<file path="src/rtl/msfsm_pkg.sv">
// Shared types and net tables for the transition firing sequencer:
// place/transition counts, initial marking, PRE/POST incidence masks and FSM states.
package msfsm_pkg;

  localparam int unsigned N_PLACES = 10;
  localparam int unsigned N_TRANS  = 8;

  typedef logic [N_PLACES-1:0] marking_t;

  typedef enum logic [1:0] {
    IDLE,
    EVAL,
    FIRE,
    STALL
  } state_t;

  // Bit n of a mask is place pn.
  localparam marking_t INIT_MARKING = 10'b10_1100_1000;  // p3 p6 p7 p9

  localparam marking_t PRE [N_TRANS] = '{
    10'b10_1100_1000,  // t0: p3 p6 p7 p9
    10'b00_0000_0001,  // t1: p0
    10'b00_0000_0100,  // t2: p2
    10'b00_0001_0010,  // t3: p1 p4
    10'b00_0010_0000,  // t4: p5
    10'b01_0000_0000,  // t5: p8
    10'b00_0100_0100,  // t6: p2 p6
    10'b10_0000_0000   // t7: p9
  };

  localparam marking_t POST [N_TRANS] = '{
    10'b01_0011_0001,  // t0: p0 p4 p5 p8
    10'b00_0000_0100,  // t1: p2
    10'b00_0000_1010,  // t2: p1 p3
    10'b00_0100_0000,  // t3: p6
    10'b00_1000_0000,  // t4: p7
    10'b10_0000_0000,  // t5: p9
    10'b00_0000_0001,  // t6: p0
    10'b00_0000_1000   // t7: p3
  };

endpackage

</file>
<file path="src/rtl/msfsm_marking_reg.sv">
// Place marking register with enablement compare and external token injection;
// injection is merged after any firing update so an injected token always survives.
module msfsm_marking_reg
  import msfsm_pkg::*;
(
  input  logic                clk,
  input  logic                reset,
  input  marking_t            pre,
  input  marking_t            post,
  input  logic                fire_upd,
  input  logic                inj_valid,
  input  logic [3:0]          inj_place,
  output marking_t            marking,
  output logic                enabled
);

  marking_t inj_mask;
  marking_t marking_nxt;

  always_comb begin
    inj_mask = '0;
    if (inj_valid && (inj_place < 4'(N_PLACES))) begin
      inj_mask[inj_place] = 1'b1;
    end
    marking_nxt = marking;
    if (fire_upd) begin
      marking_nxt = (marking & ~pre) | post;
    end
    marking_nxt = marking_nxt | inj_mask;
  end

  assign enabled = ((marking & pre) == pre);

  always_ff @(posedge clk or negedge reset) begin
    if (!reset) begin
      marking <= INIT_MARKING;
    end else begin
      marking <= marking_nxt;
    end
  end

endmodule

</file>
<file path="src/rtl/msfsm_trans_seq.sv">
// Accepts one transition request at a time, waits for enablement, fires it as a
// one-cycle one-hot strobe or rejects after STALL_MAX cycles. MSFSM_SAFETY_CHECK_EN adds sticky err.
module msfsm_trans_seq
  import msfsm_pkg::*;
#(
  parameter int unsigned STALL_MAX = 15,
  parameter int unsigned DW        = 8
) (
  input  logic                clk,
  input  logic                reset,
  input  logic                req_valid,
  input  logic [2:0]          req_id,
  input  logic [DW-1:0]       req_data,
  output logic                req_ready,
  input  logic                inj_valid,
  input  logic [3:0]          inj_place,
  output logic [N_TRANS-1:0]  t_fire,
  output logic [DW-1:0]       data,
  output logic                rej,
  output logic [N_PLACES-1:0] marking,
  output logic                err
);

  localparam logic [3:0] STALL_LAST = 4'(STALL_MAX);

  state_t             state, state_nxt;
  logic [2:0]         id_q;
  logic [DW-1:0]      data_q;
  logic [3:0]         cnt, cnt_nxt;
  logic               rej_nxt;
  logic               enabled;
  logic               fire_upd;
  marking_t           pre, post;
  logic [N_TRANS-1:0] fire_vec;

  assign pre       = PRE[id_q];
  assign post      = POST[id_q];
  assign req_ready = (state == IDLE);
  assign fire_upd  = (state == FIRE);

  always_comb begin
    fire_vec       = '0;
    fire_vec[id_q] = 1'b1;
  end

  msfsm_marking_reg u_marking (
    .clk       (clk),
    .reset     (reset),
    .pre       (pre),
    .post      (post),
    .fire_upd  (fire_upd),
    .inj_valid (inj_valid),
    .inj_place (inj_place),
    .marking   (marking),
    .enabled   (enabled)
  );

  always_comb begin
    state_nxt = state;
    cnt_nxt   = cnt;
    rej_nxt   = 1'b0;
    unique case (state)
      IDLE: begin
        if (req_valid) state_nxt = EVAL;
      end
      EVAL: begin
        cnt_nxt   = '0;
        state_nxt = enabled ? FIRE : STALL;
      end
      STALL: begin
        if (enabled) begin
          state_nxt = FIRE;
          cnt_nxt   = '0;
        end else if (cnt + 4'd1 == STALL_LAST) begin
          state_nxt = IDLE;
          rej_nxt   = 1'b1;
          cnt_nxt   = '0;
        end else begin
          cnt_nxt = cnt + 4'd1;
        end
      end
      FIRE: begin
        state_nxt = IDLE;
      end
      default: state_nxt = IDLE;
    endcase
  end

  // Strobe and payload are registered on entry to FIRE so they cover exactly the FIRE cycle.
  always_ff @(posedge clk or negedge reset) begin
    if (!reset) begin
      state  <= IDLE;
      id_q   <= '0;
      data_q <= '0;
      cnt    <= '0;
      t_fire <= '0;
      data   <= '0;
      rej    <= 1'b0;
    end else begin
      state <= state_nxt;
      cnt   <= cnt_nxt;
      rej   <= rej_nxt;
      if (req_ready && req_valid) begin
        id_q   <= req_id;
        data_q <= req_data;
      end
      if (state_nxt == FIRE) begin
        t_fire <= fire_vec;
        data   <= data_q;
      end else begin
        t_fire <= '0;
        data   <= '0;
      end
    end
  end

`ifdef MSFSM_SAFETY_CHECK_EN
  always_ff @(posedge clk or negedge reset) begin
    if (!reset) begin
      err <= 1'b0;
    end else if (fire_upd && ((marking & ~pre & post) != '0)) begin
      err <= 1'b1;
    end
  end
`else
  assign err = 1'b0;
`endif

endmodule

</file>
<file path="config.mk">
export PLATFORM = sky130hd
export DESIGN_NAME = msfsm_trans_seq
export DESIGN_NICKNAME = d
export VERILOG_FILES = /design/src/rtl/msfsm_pkg.sv /design/src/rtl/msfsm_marking_reg.sv /design/src/rtl/msfsm_trans_seq.sv
export SDC_FILE = /design/constraint.sdc
export NUM_CORES = 1
export LEC_CHECK = 0
export CELL_PAD_IN_SITES_DETAIL_PLACEMENT = 1
export CELL_PAD_IN_SITES_GLOBAL_PLACEMENT = 2
export CORE_MARGIN = 2
export CORE_UTILIZATION = 29
export CTS_BUF_LIST = sky130_fd_sc_hd__clkbuf_8
export DETAILED_ROUTE_END_ITERATION = 12
export GPL_ROUTABILITY_DRIVEN = 0
export PLACE_DENSITY = 0.75
export SYNTH_ARGS = -nofsm -noshare
export SYNTH_HDL_FRONTEND = slang
export SYNTH_SLANG_ARGS = --single-unit
</file>
<file path="constraint.sdc">
create_clock -name clk -period 1.71 [get_ports clk]
set_input_delay 0.4275 -clock clk [delete_from_list [all_inputs] [get_ports clk]]
set_output_delay 0.4275 -clock clk [all_outputs]
set_load 0.005 [all_outputs]
</file>
# Word-level counts from Yosys, hierarchy flattened
# Memory sizes are Yosys's and may differ from the RTL's.
# Cells that the tools add are included.
[word_totals]
ff_bits = 44
mem_count = 2
mem_bits_ro = 160
output_inout_bits = 29
[op_classes]
n_addsub = 1
muxes = 23
order_cmp = 6
n_bitwise = 6
n_reduce_logical = 6
n_eq_ne = 6
[mem_list]
columns = ["name", "words", "width", "rd", "rd_clocked_by_memory_dff", "wr", "line", "text"]
rows = [
  ["(no name shown)", 8, 10, 1, 0, 0, "msfsm_trans_seq.sv:37", "assign post = POST[id_q];"],
  ["(no name shown)", 8, 10, 1, 0, 0, "msfsm_trans_seq.sv:36", "assign pre = PRE[id_q];"],
]
[ops]
columns = ["operator", "n"]
rows = [
  ["10-bit 2-to-1 mux", 6],
  ["10-bit bitwise AND", 2],
  ["10-bit bitwise OR", 2],
  ["8-bit 2-to-1 mux", 2],
  ["10-bit == test", 1],
  ["10-bit inverter", 1],
  ["4-bit 2-to-1 mux", 2],
  ["2-bit case mux with 4 select lines", 1],
  ["4-bit case mux with 2 select lines", 1],
  ["2-bit == test, second input constant", 3],
  ["1-bit 2-to-1 mux", 6],
  ["2-bit 2-to-1 mux", 3],
  ["4-bit by 5-bit < comparator with 1-bit output, second input constant", 1],
  ["4-bit by 1-bit adder with 4-bit output, second input constant", 1],
  ["1-bit demux with 4-bit select", 1],
  ["4-bit == test, second input constant", 1],
  ["4-bit by 1-bit greater-or-equal comparator with 1-bit output, second input constant", 1],
  ["4-bit greater-or-equal comparator, second input constant", 1],
  ["1-bit logical AND", 4],
  ["3-bit by 4-bit < comparator with 1-bit output, second input constant", 1],
  ["4-bit < comparator, second input constant", 1],
  ["3-bit inverter with 4-bit output", 1],
  ["1-bit demux with 3-bit select", 1],
  ["3-bit by 1-bit greater-or-equal comparator with 1-bit output, second input constant", 1],
  ["3 further kinds", 3],
]

# Logic depth before layout (Yosys ltp)
[logic_depth]
ltp_word = 10
ltp_mapped = 7
ltp_nobuf = 6

# Modules after synthesis
# Synthesis repeated with hierarchy kept, for this count alone.
[hier_totals]
cells_unflattened = 186
area_unflattened_um2 = 2082.0
[by_module_without_submodules]
columns = ["module", "area_each_um2", "n_inst", "cells_each"]
rows = [
  ["msfsm_trans_seq", 1467.7, 1, 125],
  ["msfsm_marking_reg", 614.3, 1, 61],
]

# Worst setup path before layout
# No wires, ideal clock.
[synth_timing]
kind = "register to register"
start = "reg id_q[1]"
end = "reg cnt[3]"
path_stages_with_launch = 7
setup_ps = 80
required_ps = 1630
setup_slack_ps = 51
arrival_time_ps = 1578
period_less_slack_ps = 1659
cell_sequence = "dfrtp_1 -> buf_6 -> nand2b_1 -> o311ai_4 -> nor2_2 -> or3_4 -> o211ai_2"
[synth_between]
elab_chain_len = 8
[synth_lines]
columns = ["element", "line", "text"]
rows = [
  ["start, declared", "msfsm_trans_seq.sv:27", "logic [2:0] id_q;"],
  ["start signal, assigned", "msfsm_trans_seq.sv:104", "id_q <= req_id;"],
  ["3-bit inverter with 4-bit output (implied by the code) *", "msfsm_trans_seq.sv:36", ""],
  ["memory read 8 x 10 bit *", "--", ""],
  ["10-bit 2-to-1 mux (implied by the code) * (2 in series)", "msfsm_trans_seq.sv:36", ""],
  ["10-bit bitwise AND", "msfsm_marking_reg.sv:32", "assign enabled = ((marking & pre) == pre);"],
  ["10-bit == test *", "msfsm_marking_reg.sv:32", ""],
  ["4-bit 2-to-1 mux *", "msfsm_trans_seq.sv:71", "if (enabled) begin"],
  ["4-bit case mux with 2 select lines *", "msfsm_trans_seq.sv:62", "unique case (state)"],
  ["end signal, assigned", "msfsm_trans_seq.sv:101", "cnt <= cnt_nxt;"],
  ["end, declared", "msfsm_trans_seq.sv:29", "logic [3:0] cnt, cnt_nxt;"],
]
# Every way passes the cells marked *; elsewhere a longest branch is shown, timed or not. The select of a mux whose other input is x is not followed.
# A chain may end at the register's enable or synchronous reset.

# Worst setup path after layout
[layout_timing]
start = "reg id_q[0]"
end = "reg cnt[0]"
# Same word-level chain as after synthesis.

==> run summary <==
# IOs -> 48
Pins Over Slew Limit -> 0
Final worst-path cycle share -> 101%
Most common cell after layout, fill and taps aside -> clkdlybuf4s50_1
Peak supply drop -> 540 uV
RSZ-0062 raised after global routing -> yes
Mapped cell area -> 0.00206 mm2
Syn Nets -> 210
Top_reg_cell synth -> dfrtp_1
Post-synth ARST share -> 100%
Share of cells above drive strength 1 -> 31.2%
Buf/Inv on CP -> 1
Area leader, netlist -> dfrtp_1
Post-DP HPWL -> 3990 um
Library cells used by synthesis -> 51
Top cell type's share of synthesized area -> 48.5%
Total power -> 5410 uW
Fmax -> 0.577 GHz
Detailed-route via count -> 1721
Post-synth EDFFs -> 0
CTS tree -> yes
# rows -> 30
First-pass GRT wire length -> 9370 um
Clock-pin slew on the worst setup and hold paths -> 0.10 ns
Clock Path Buffers -> 2
Highest-count cells in the layout ignoring fill and taps -> clkdlybuf4s50_1 (38), dfrtp_1 (36), buf_4 (32)
P per Cell Area -> 1770 mW/mm2
Num Clock Sinks -> 44
Routed wire per std cell -> 15.4 um
Post-route cell area -> 0.00305 mm2
Pin count of the biggest net entering global routing -> 22
CP Max Fanout -> 8
Sequential Area -> 0.00111 mm2
Final worst path period need -> 1.73 ns
Area Growth Syn to Fin -> 48.0%
Gr ovfl total -> 0
Reg-to-reg setup timing slack -> -0.02 ns
Reg2reg start -> id_q[0]
FILL cells -> 781
Core area -> 0.00683 mm2
Drt initial violations -> 41
Mapped Cells -> 189
CP cell instances -> buf_4 -> nand2b_1 -> o311ai_4 -> nor2_2 -> or3_4 -> mux2i_2
Hold Path Class -> in2async
CP peak stage delay -> 0.49 ns
Status -> complete, but fails checks
Worst Skew -> 0.00799 ns
Ys Warns -> 0
Nature of the critical path endpoint -> flip-flop
Nets -> 289
Largest cells by area after synthesis -> dfrtp_1 (49%), mux2_2 (5.5%), dfstp_2 (5.1%)
Critical Path AT -> 1.95 ns
Die extent in y -> 88.3 um
Syn Area/Cell -> 10.9 um2
Crit Path Class -> reg2reg
Count of final setup violators -> 2
Initial antenna violation count -> 0
Vias per Instance -> 4.72
Critical path launch point type -> flip-flop
GRT Util Overall -> 15.8%
Root Buffer -> clkbuf_8
Placed Area -> 0.00277 mm2
Slowest CP cell -> dfrtp_2
Max-cap viol count -> 0
Setup ws final -> -0.0224 ns
Final antenna-violating net count -> 0
Number of global-route vias before repair -> 1892
Inst Count DP -> 344
Ant diodes -> 0
Failing checks -> negative setup slack
Worst-Skew Late Latency -> 0.30 ns
CP startpoint -> id_q[0]
Routed WL -> 5630 um
Multi-input gate area -> 941 um2
H-Tree Depth -> 2
CP Data Required Time -> 1.93 ns
Num CTS Buffers -> 5
Leak pwr -> 0.00131 uW
Width of the die -> 88.3 um
Initial core utilization -> 30.2%
Synthesis-stage register bit count -> 44
Port-buffer cells -> 46
Post-Layout Cell Count -> 365
CP top delay family -> simple AND/OR/NAND/NOR gates
Hold Buf Count CTS -> 0
Register area share after synthesis -> 53.6%
Pre-antenna DRT Iters -> 4
Drt drc -> 0
Final Hold Fails -> 0
Die area -> 0.00780 mm2
sequential cells by signal, summed over array words and instances (netlist names):
register,cells
t_fire,8
id_q,3
cnt,4
state,2
data_q,8
data,8
rej,1
u_marking.marking,10
per-layer routing:
layer	track usage, %	routed length (um)
met5	0	0
met4	5.79	131
met3	3.26	147
met2	27.2	2900
met1	19.6	2450
where the power goes:
part	internal, uW	switching (uW)	leakage, uW	total [uW]
sequential	1470	307	0.000546	1770
combinational	1530	1270	0.000709	2800
clock	441	394	0.0000548	835
cell usage after synthesis (2+ instances only):
cell,n
a31oi_1,2
a22oi_1,2
nand3b_1,2
nand2_1,22
xnor2_1,2
nand3_1,6
nor3_1,4
inv_1,6
a21oi_1,7
nor2_1,10
ha_1,2
nor2b_1,3
mux2i_1,3
buf_6,2
nand2b_1,5
mux2_2,10
clkbuf_1,5
dfstp_2,4
o211ai_1,2
dfrtp_1,40
buf_2,2
and2_1,11
a211oi_1,2
o21ai_0,5
o32ai_1,2
nor3b_1,2
and3_1,2
layout make-up:
type	instances	area share [%]
repair buffers	82	24.4
well taps	96	3.93
inverters	6	0.737
multi-input cells	129	30.8
clock inverters	3	1.52
clock buffers	5	2.25
flip-flops and latches	44	36.4
final timing paths:
check	end	cells after the start
max	cnt[0]	6
min	t_fire[4]	1
max reg2reg	cnt[0]	6
min reg2reg	data[1]	1
max in group asynchronous	data[3]	2
min in group clk	data[1]	1
worst reg2reg max path, cell delays in order, from the launching register on:
cell	delay, ns
dfrtp_2	0.49
buf_4	0.15
nand2b_1	0.11
o311ai_4	0.31
nor2_2	0.07
or3_4	0.36
mux2i_2	0.17
cell families (layout without fill, tap and decap cells):
kind of cell	count (synthesis)	in the layout	share of synthesized area (%)
compound gates	35	35	13.2
simple gates	76	76	20.1
xor+xnor	2	2	0.849
fa+ha+maj	2	2	1.21
buf+inv	16	96	3.94
mux	13	13	6.91
other cells	1	1	0.182
flops	44	44	53.6
through the flow:
stage	utilization, %	hold WS [ns]	TNS [ns]	worst slack (ns)
final	44.7	0.0681	-0.0278	-0.0224
after global routing	44.7	0.0965	-1.60	-0.129
after CTS	44.2	0.0830	-0.124	-0.0727
after detailed placement	40.5	0.419	-0.372	-0.142
after global placement	40.5	0.422	-0.0281	-0.0257
after floorplan	-	0.132	0	0.0514
repair_timing:
item / in CTS / in global routing
resized for setup: 16 / 11
setup buffers: 13 / 1
pin swaps: 3 / 5
endpoints found under the setup margin: 21 / 21
endpoints found under the hold margin: 0 / 0
Power figures use the tool's default switching activity.
